==> config.mk <==
export PLATFORM = sky130hd
export DESIGN_NAME = alu_multicycle
export DESIGN_NICKNAME = d
export VERILOG_FILES = /design/src/rtl/alu_multicycle.sv
export SDC_FILE = /design/constraint.sdc
export NUM_CORES = 1
export LEC_CHECK = 0
export CAP_MARGIN = 20
export CORE_UTILIZATION = 55
export CTS_CLUSTER_SIZE = 20
export DETAILED_ROUTE_END_ITERATION = 8
export GPL_TIMING_DRIVEN = 0
export PLACE_DENSITY = 0.78
export RECOVER_POWER = 50
export SETUP_SLACK_MARGIN = 0.02
export SYNTH_ARGS = -nofsm -noshare
export SYNTH_HDL_FRONTEND = slang
export SYNTH_SLANG_ARGS = --single-unit
==> constraint.sdc <==
create_clock -name clock -period 4.8 [get_ports clock]
set_input_delay 1.2 -clock clock [delete_from_list [all_inputs] [get_ports clock]]
set_output_delay 1.2 -clock clock [all_outputs]
set_load 0.03 [all_outputs]
==> src/rtl/alu_multicycle.sv <==
`default_nettype none
// ============================================================================
// Module     : alu_multicycle
// Description: Width-parametrised registered ALU. Single-cycle arithmetic and
//              logic ops, iterative one-bit-per-cycle shifts and an optional
//              iterative shift-add multiply, behind a start/ready/done
//              handshake. Owns the registered C/L/F/Z/N status flags.
//              Optional feature macro: ALU_MULTIPLY_EN (opcode 8 = MUL).
// Revision   : 1.0 - initial release
// ============================================================================
module alu_multicycle #(
  parameter int WIDTH = 16
) (
  input  logic             clock,
  input  logic             reset,
  input  logic             start,
  input  logic [3:0]       operation,
  input  logic [WIDTH-1:0] a,
  input  logic [WIDTH-1:0] b,
  output logic             ready,
  output logic             done,
  output logic [WIDTH-1:0] result,
  output logic             carry,
  output logic             low,
  output logic             flag,
  output logic             zero,
  output logic             negative
);

  // Signed shift amount width; also wide enough to count WIDTH multiply steps.
  localparam int SHIFT_BITS = $clog2(WIDTH) + 1;

  localparam logic [3:0] OP_ADD = 4'd0;
  localparam logic [3:0] OP_SUB = 4'd1;
  localparam logic [3:0] OP_CMP = 4'd2;
  localparam logic [3:0] OP_AND = 4'd3;
  localparam logic [3:0] OP_OR  = 4'd4;
  localparam logic [3:0] OP_XOR = 4'd5;
  localparam logic [3:0] OP_LSH = 4'd6;
  localparam logic [3:0] OP_ASH = 4'd7;
`ifdef ALU_MULTIPLY_EN
  localparam logic [3:0] OP_MUL = 4'd8;
  // The accept edge performs step 0, the MULT state the remaining WIDTH-1.
  localparam logic [SHIFT_BITS-1:0] MUL_STEPS = SHIFT_BITS'(WIDTH - 1);
`endif

`ifdef ALU_MULTIPLY_EN
  typedef enum logic [1:0] {
    IDLE  = 2'd0,
    SHIFT = 2'd1,
    MULT  = 2'd2
  } state_t;
`else
  typedef enum logic [1:0] {
    IDLE  = 2'd0,
    SHIFT = 2'd1
  } state_t;
`endif

  state_t state, state_next;

  // Iteration registers: the partially shifted operand and remaining steps.
  logic [WIDTH-1:0]      work, work_next;
  logic [SHIFT_BITS-1:0] count, count_next;
  logic                  shift_left, shift_left_next;
  logic                  shift_arith, shift_arith_next;

`ifdef ALU_MULTIPLY_EN
  // Shift-add multiplier: accumulator, shifted multiplicand, consumed multiplier.
  logic [WIDTH-1:0] acc, acc_next;
  logic [WIDTH-1:0] mcand, mcand_next;
  logic [WIDTH-1:0] mplier, mplier_next;
  logic [WIDTH-1:0] acc_step;
`endif

  // Completion strobe and the values committed to the output registers.
  logic             fin;
  logic [WIDTH-1:0] fin_result;
  logic [4:0]       fin_flags;

  logic [SHIFT_BITS-1:0] shift_amt;
  logic [SHIFT_BITS-1:0] shift_mag;
  logic                  shift_left_in;
  logic                  shift_arith_in;
  logic [WIDTH-1:0]      first_step;
  logic [WIDTH-1:0]      work_step;
  logic [WIDTH+4:0]      single;

  // One bit of shift: left fills 0, right fills 0 or the sign bit.
  function automatic logic [WIDTH-1:0] shift_step(input logic [WIDTH-1:0] v,
                                                  input logic             left,
                                                  input logic             arith);
    if (left) begin
      return {v[WIDTH-2:0], 1'b0};
    end
    return {arith & v[WIDTH-1], v[WIDTH-1:1]};
  endfunction

  // Flag vector {C, L, F, Z, N} for ops that only report zero.
  function automatic logic [4:0] zero_only(input logic [WIDTH-1:0] v);
    return {3'b000, (v == '0), 1'b0};
  endfunction

  // Single-cycle ops, returned as {result, C, L, F, Z, N}. A shift reaching
  // this path has amount 0 and passes a through; illegal opcodes yield zeros.
  function automatic logic [WIDTH+4:0] single_cycle(input logic [3:0]       op,
                                                    input logic [WIDTH-1:0] x,
                                                    input logic [WIDTH-1:0] y);
    logic [WIDTH:0]   sum;
    logic [WIDTH-1:0] diff;
    logic [WIDTH-1:0] r;
    logic             c, l, f, z, n, legal;
    sum   = {1'b0, x} + {1'b0, y};
    diff  = x - y;
    r     = '0;
    c     = 1'b0;
    l     = 1'b0;
    f     = 1'b0;
    n     = 1'b0;
    legal = 1'b1;
    case (op)
      OP_ADD: begin
        r = sum[WIDTH-1:0];
        c = sum[WIDTH];
        f = (x[WIDTH-1] == y[WIDTH-1]) && (r[WIDTH-1] != x[WIDTH-1]);
      end
      OP_SUB: begin
        r = diff;
        c = (x < y);
        f = (x[WIDTH-1] != y[WIDTH-1]) && (r[WIDTH-1] != x[WIDTH-1]);
      end
      OP_CMP: begin
        r = diff;
        l = (x < y);
        n = ($signed(x) < $signed(y));
      end
      OP_AND:         r = x & y;
      OP_OR:          r = x | y;
      OP_XOR:         r = x ^ y;
      OP_LSH, OP_ASH: r = x;
      default:        legal = 1'b0;
    endcase
    // CMP: a-b is zero exactly when a==b, so one zero test serves every op.
    z = legal && (r == '0);
    return {r, c, l, f, z, n};
  endfunction

  assign ready          = (state == IDLE);
  assign shift_amt      = b[SHIFT_BITS-1:0];
  assign shift_mag      = shift_amt[SHIFT_BITS-1] ? (SHIFT_BITS'(0) - shift_amt) : shift_amt;
  assign shift_left_in  = ~shift_amt[SHIFT_BITS-1];
  assign shift_arith_in = (operation == OP_ASH);
  assign first_step     = shift_step(a, shift_left_in, shift_arith_in);
  assign work_step      = shift_step(work, shift_left, shift_arith);
  assign single         = single_cycle(operation, a, b);

  // State register; reset discards any in-flight operation.
  always_ff @(posedge clock) begin
    if (reset) begin
      state <= IDLE;
    end else begin
      state <= state_next;
    end
  end

  // Next state, iteration updates and completion values.
  always_comb begin
    state_next       = state;
    work_next        = work;
    count_next       = count;
    shift_left_next  = shift_left;
    shift_arith_next = shift_arith;
`ifdef ALU_MULTIPLY_EN
    acc_next         = acc;
    mcand_next       = mcand;
    mplier_next      = mplier;
    acc_step         = acc + (mplier[0] ? mcand : '0);
`endif
    fin              = 1'b0;
    fin_result       = '0;
    fin_flags        = '0;

    case (state)
      IDLE: begin
        if (start) begin
          if ((operation == OP_LSH || operation == OP_ASH) && (shift_mag != '0)) begin
            // The accept edge already performs the first bit of the shift.
            if (shift_mag == SHIFT_BITS'(1)) begin
              fin        = 1'b1;
              fin_result = first_step;
              fin_flags  = zero_only(first_step);
            end else begin
              state_next       = SHIFT;
              work_next        = first_step;
              count_next       = shift_mag - SHIFT_BITS'(1);
              shift_left_next  = shift_left_in;
              shift_arith_next = shift_arith_in;
            end
          end
`ifdef ALU_MULTIPLY_EN
          else if (operation == OP_MUL) begin
            state_next  = MULT;
            acc_next    = b[0] ? a : '0;
            mcand_next  = a << 1;
            mplier_next = b >> 1;
            count_next  = MUL_STEPS;
          end
`endif
          else begin
            fin        = 1'b1;
            fin_result = single[WIDTH+4:5];
            fin_flags  = single[4:0];
          end
        end
      end

      SHIFT: begin
        if (count == SHIFT_BITS'(1)) begin
          state_next = IDLE;
          fin        = 1'b1;
          fin_result = work_step;
          fin_flags  = zero_only(work_step);
        end else begin
          work_next  = work_step;
          count_next = count - SHIFT_BITS'(1);
        end
      end

`ifdef ALU_MULTIPLY_EN
      MULT: begin
        if (count == SHIFT_BITS'(1)) begin
          state_next = IDLE;
          fin        = 1'b1;
          fin_result = acc_step;
          fin_flags  = zero_only(acc_step);
        end else begin
          acc_next    = acc_step;
          mcand_next  = mcand << 1;
          mplier_next = mplier >> 1;
          count_next  = count - SHIFT_BITS'(1);
        end
      end
`endif

      default: state_next = IDLE;
    endcase
  end

  // Iteration registers and the result/flag registers, which move only on done.
  always_ff @(posedge clock) begin
    if (reset) begin
      work        <= '0;
      count       <= '0;
      shift_left  <= 1'b0;
      shift_arith <= 1'b0;
`ifdef ALU_MULTIPLY_EN
      acc         <= '0;
      mcand       <= '0;
      mplier      <= '0;
`endif
      done        <= 1'b0;
      result      <= '0;
      carry       <= 1'b0;
      low         <= 1'b0;
      flag        <= 1'b0;
      zero        <= 1'b0;
      negative    <= 1'b0;
    end else begin
      work        <= work_next;
      count       <= count_next;
      shift_left  <= shift_left_next;
      shift_arith <= shift_arith_next;
`ifdef ALU_MULTIPLY_EN
      acc         <= acc_next;
      mcand       <= mcand_next;
      mplier      <= mplier_next;
`endif
      done        <= fin;
      if (fin) begin
        result                              <= fin_result;
        {carry, low, flag, zero, negative}  <= fin_flags;
      end
    end
  end

endmodule
`default_nettype wire

==> impl_metrics.toml <==
[synthesis]
yosys.cell_types.count = 93
synth_warnings = 0
synthesis.area_um2 = 5730
syn_avg_cell_area_um2 = 7.31
async_flop_share = 0
synth_area_leaders = "dfxtp_1, ha_1, a21oi_1, nor2_1, nand2_1"
yosysMostFrequentCell = "nor2_1"
synth.top_cells.by_count = "nor2_1, a21oi_1, nand2_1"
synth-main-ff-cell = "dfxtp_1"
yosysTopAreaCellShare = 0.161
yosys.area.top_type = "dfxtp_1"
synth_cells = 783
ys_seq_area_frac = 0.161
synth_edf_count = 0
ys_seq_elements = 46
synth_nets = 879

[floorplanning]
core_um2 = 9910
die-area_um2 = 10800
chipHeight_um = 104
rows = 36
initial_core_util = 0.578
die_x_um = 104
num_io_pins = 62

[power_and_ir_drop]
p_switching_w = 0.000527
clkPwrFrac = 0.233
power.internal_w = 0.000775
combinationalPowerShare = 0.451
sw_frac_of_total = 0.405
power.total_w = 0.00130
leakage_nw = 2.74
power_density_nw_per_um2 = 197
p_seq_frac = 0.316
ir_worst_vdd_mv = 0.175

[clock_tree]
cts_buffers = 5
tritoncts = "yes"
ctsHoldBuffers = 0
h-tree-depth = 2
cts_setup_buffers = 0
clk_latency_ns = 0.31
path_clk_slew_ns = 0.09
cts.root.buffer_cell = "clkbuf_8"
cts.sinks = 46
cts_buffer_depth = 2

[worst_hold_path]
min-delay-path-class = "flop to flop"

[detailed_routing]
vias = 6765
wl_per_cell_um = 21.2
drtIter0Drc = 855
drtAntennaViolNets = 0
routed_wl_mm = 20.9
drc_errors = 1
drtPass1Iterations = 9
viasPerCell = 6.87

[setup_path]
cp_data_arrival_time_ns = 4.91
critical_path.max_fanout = 7
cp_slowest_stage_delay_ns = 0.67
cp-start-kind = "primary input"
cp-end-kind = "flop"
crit_chain = "clkdlybuf4s50_1 > inv_1 > ha_1 > nor2_1 > o311a_1 > o41ai_2 > o31ai_1 > a221o_2 > a2111oi_1 > a41o_1 > o21ai_1 > a31oi_1"
cp_slowest_cell = "clkdlybuf4s50_1"
crit_type = "primary input to flop"
cp.required_ns = 5.04

[global_route]
grt_pass1_wl_mm = 32.9
grt_max_degree = 16
grtUsageTotal = 0.379
first_global_vias = 6255
globalRouteOverflowTotal = 0
antenna_found_initial = 1

[sta]
maxClockFrequency_mhz = 214
rsz0062_at_grt = "true"
final-setup-viol-count = 0
worst_pin_slew_ns = 0.953
finalHoldViolations = 0
drv_slew = 0
period_share = 0.973
clock_skew_ns = 0.00937
whs_ns = 0.454
fin_tns_setup_ns = 0
fin_crit_ns = 4.67
slew_headroom = 0.363

[placed_design]
post_dp_cell_area_um2 = 6510
hpwl_mm = 16.4
port_buffers = 61
place_congestion = 0.968

[status]
violations = "design-rule violations"
outcome = "finished, violations left"

[final_layout]
fin_util = 0.668
final_nets = 947
area_growth_syn_to_layout_pct = 15.6
top_regs = "result x16, work x16, count x5"
antenna_cells = 0
drive_gt1_frac = 0.0880
stdcell_area_um2 = 6620

[flow_run]
maxCapViolations = 0
## per-layer routing
metal	track usage	share of wire
met3	0.0558	0.12
met5	0	0
met1	0.534	0.42
met2	0.583	0.43
met4	0.139	0.034
## path summary, 6_finish.rpt
kind                            cells past startpoint         to  slack (ns)       start
worst max register to register                     10       zero        1.86  shift_left
worst min-delay path                                2  result[4]        0.45   result[4]
worst min register to register                      2  result[4]        0.45   result[4]
worst max-delay path                               12       flag        0.13        a[1]
## layout make-up
type / instances / area, um^2
Buffer: 47 / 216
Sequential cell: 46 / 921
Multi-Input combinational cell: 631 / 4370
Tap cell: 133 / 166
Clock inverter: 3 / 45.0
Clock buffer: 5 / 68.8
Inverter: 58 / 218
Fill cell: 917 / 3290
Timing Repair Buffer: 62 / 616
## layout by cell type (no fill, tap or decap), types with 28 or more instances in the layout
master           count
o21ai_0             41
nand2_1             67
clkbuf_1            29
dfxtp_1             46
nor3_1              28
nor2_1              91
a21oi_1             71
clkdlybuf4s50_1     38
ha_1                55
inv_1               55
## worst max-delay path, delay by kind of cell
kind,cells,cell delay (ns)
and+or+nand+nor,1,0.09
buffers and inverters,2,0.86
AOI/OAI and AO/OA,8,2.37
adders and majority gates,1,0.38
## metrics by stage
| stage | std cells | setup WS, ns |
|---|---|---|
| 2_1_floorplan | 783 | 1.12 |
| 3_3_place_gp | 977 | -0.292 |
| 3_5_place_dp | 978 | -0.338 |
| 4_1_cts | 986 | 0.0576 |
| 5_1_grt | 985 | 0.000511 |
| 6_report | 985 | 0.128 |
## what timing repair did
item / 4_1_cts / 5_1_grt
resized for setup: 1 / 3
setup endpoints to repair: 1 / 17
pin swaps: 0 / 0
## power groups by stage
stage                     logic, W  registers (W)  clock network [W]
after floorplan           0.000361       0.000432                  0
after global routing      0.000626       0.000413           0.000318
after global placement    0.000554       0.000419                  0
after detailed placement  0.000563       0.000420                  0
final                     0.000588       0.000411           0.000303
after CTS                 0.000568       0.000411           0.000301
## cell families (layout without fill, tap and decap cells)
family,Yosys count,in the layout,synth area share
fa+ha+maj,57,57,0.127
simple gates,282,282,0.251
xor+xnor,5,5,0.00765
compound gates,256,256,0.316
buf+inv,106,175,0.0782
mux,31,31,0.0586
flops,46,46,0.161
No activity file was read; power rests on OpenSTA's default activity.
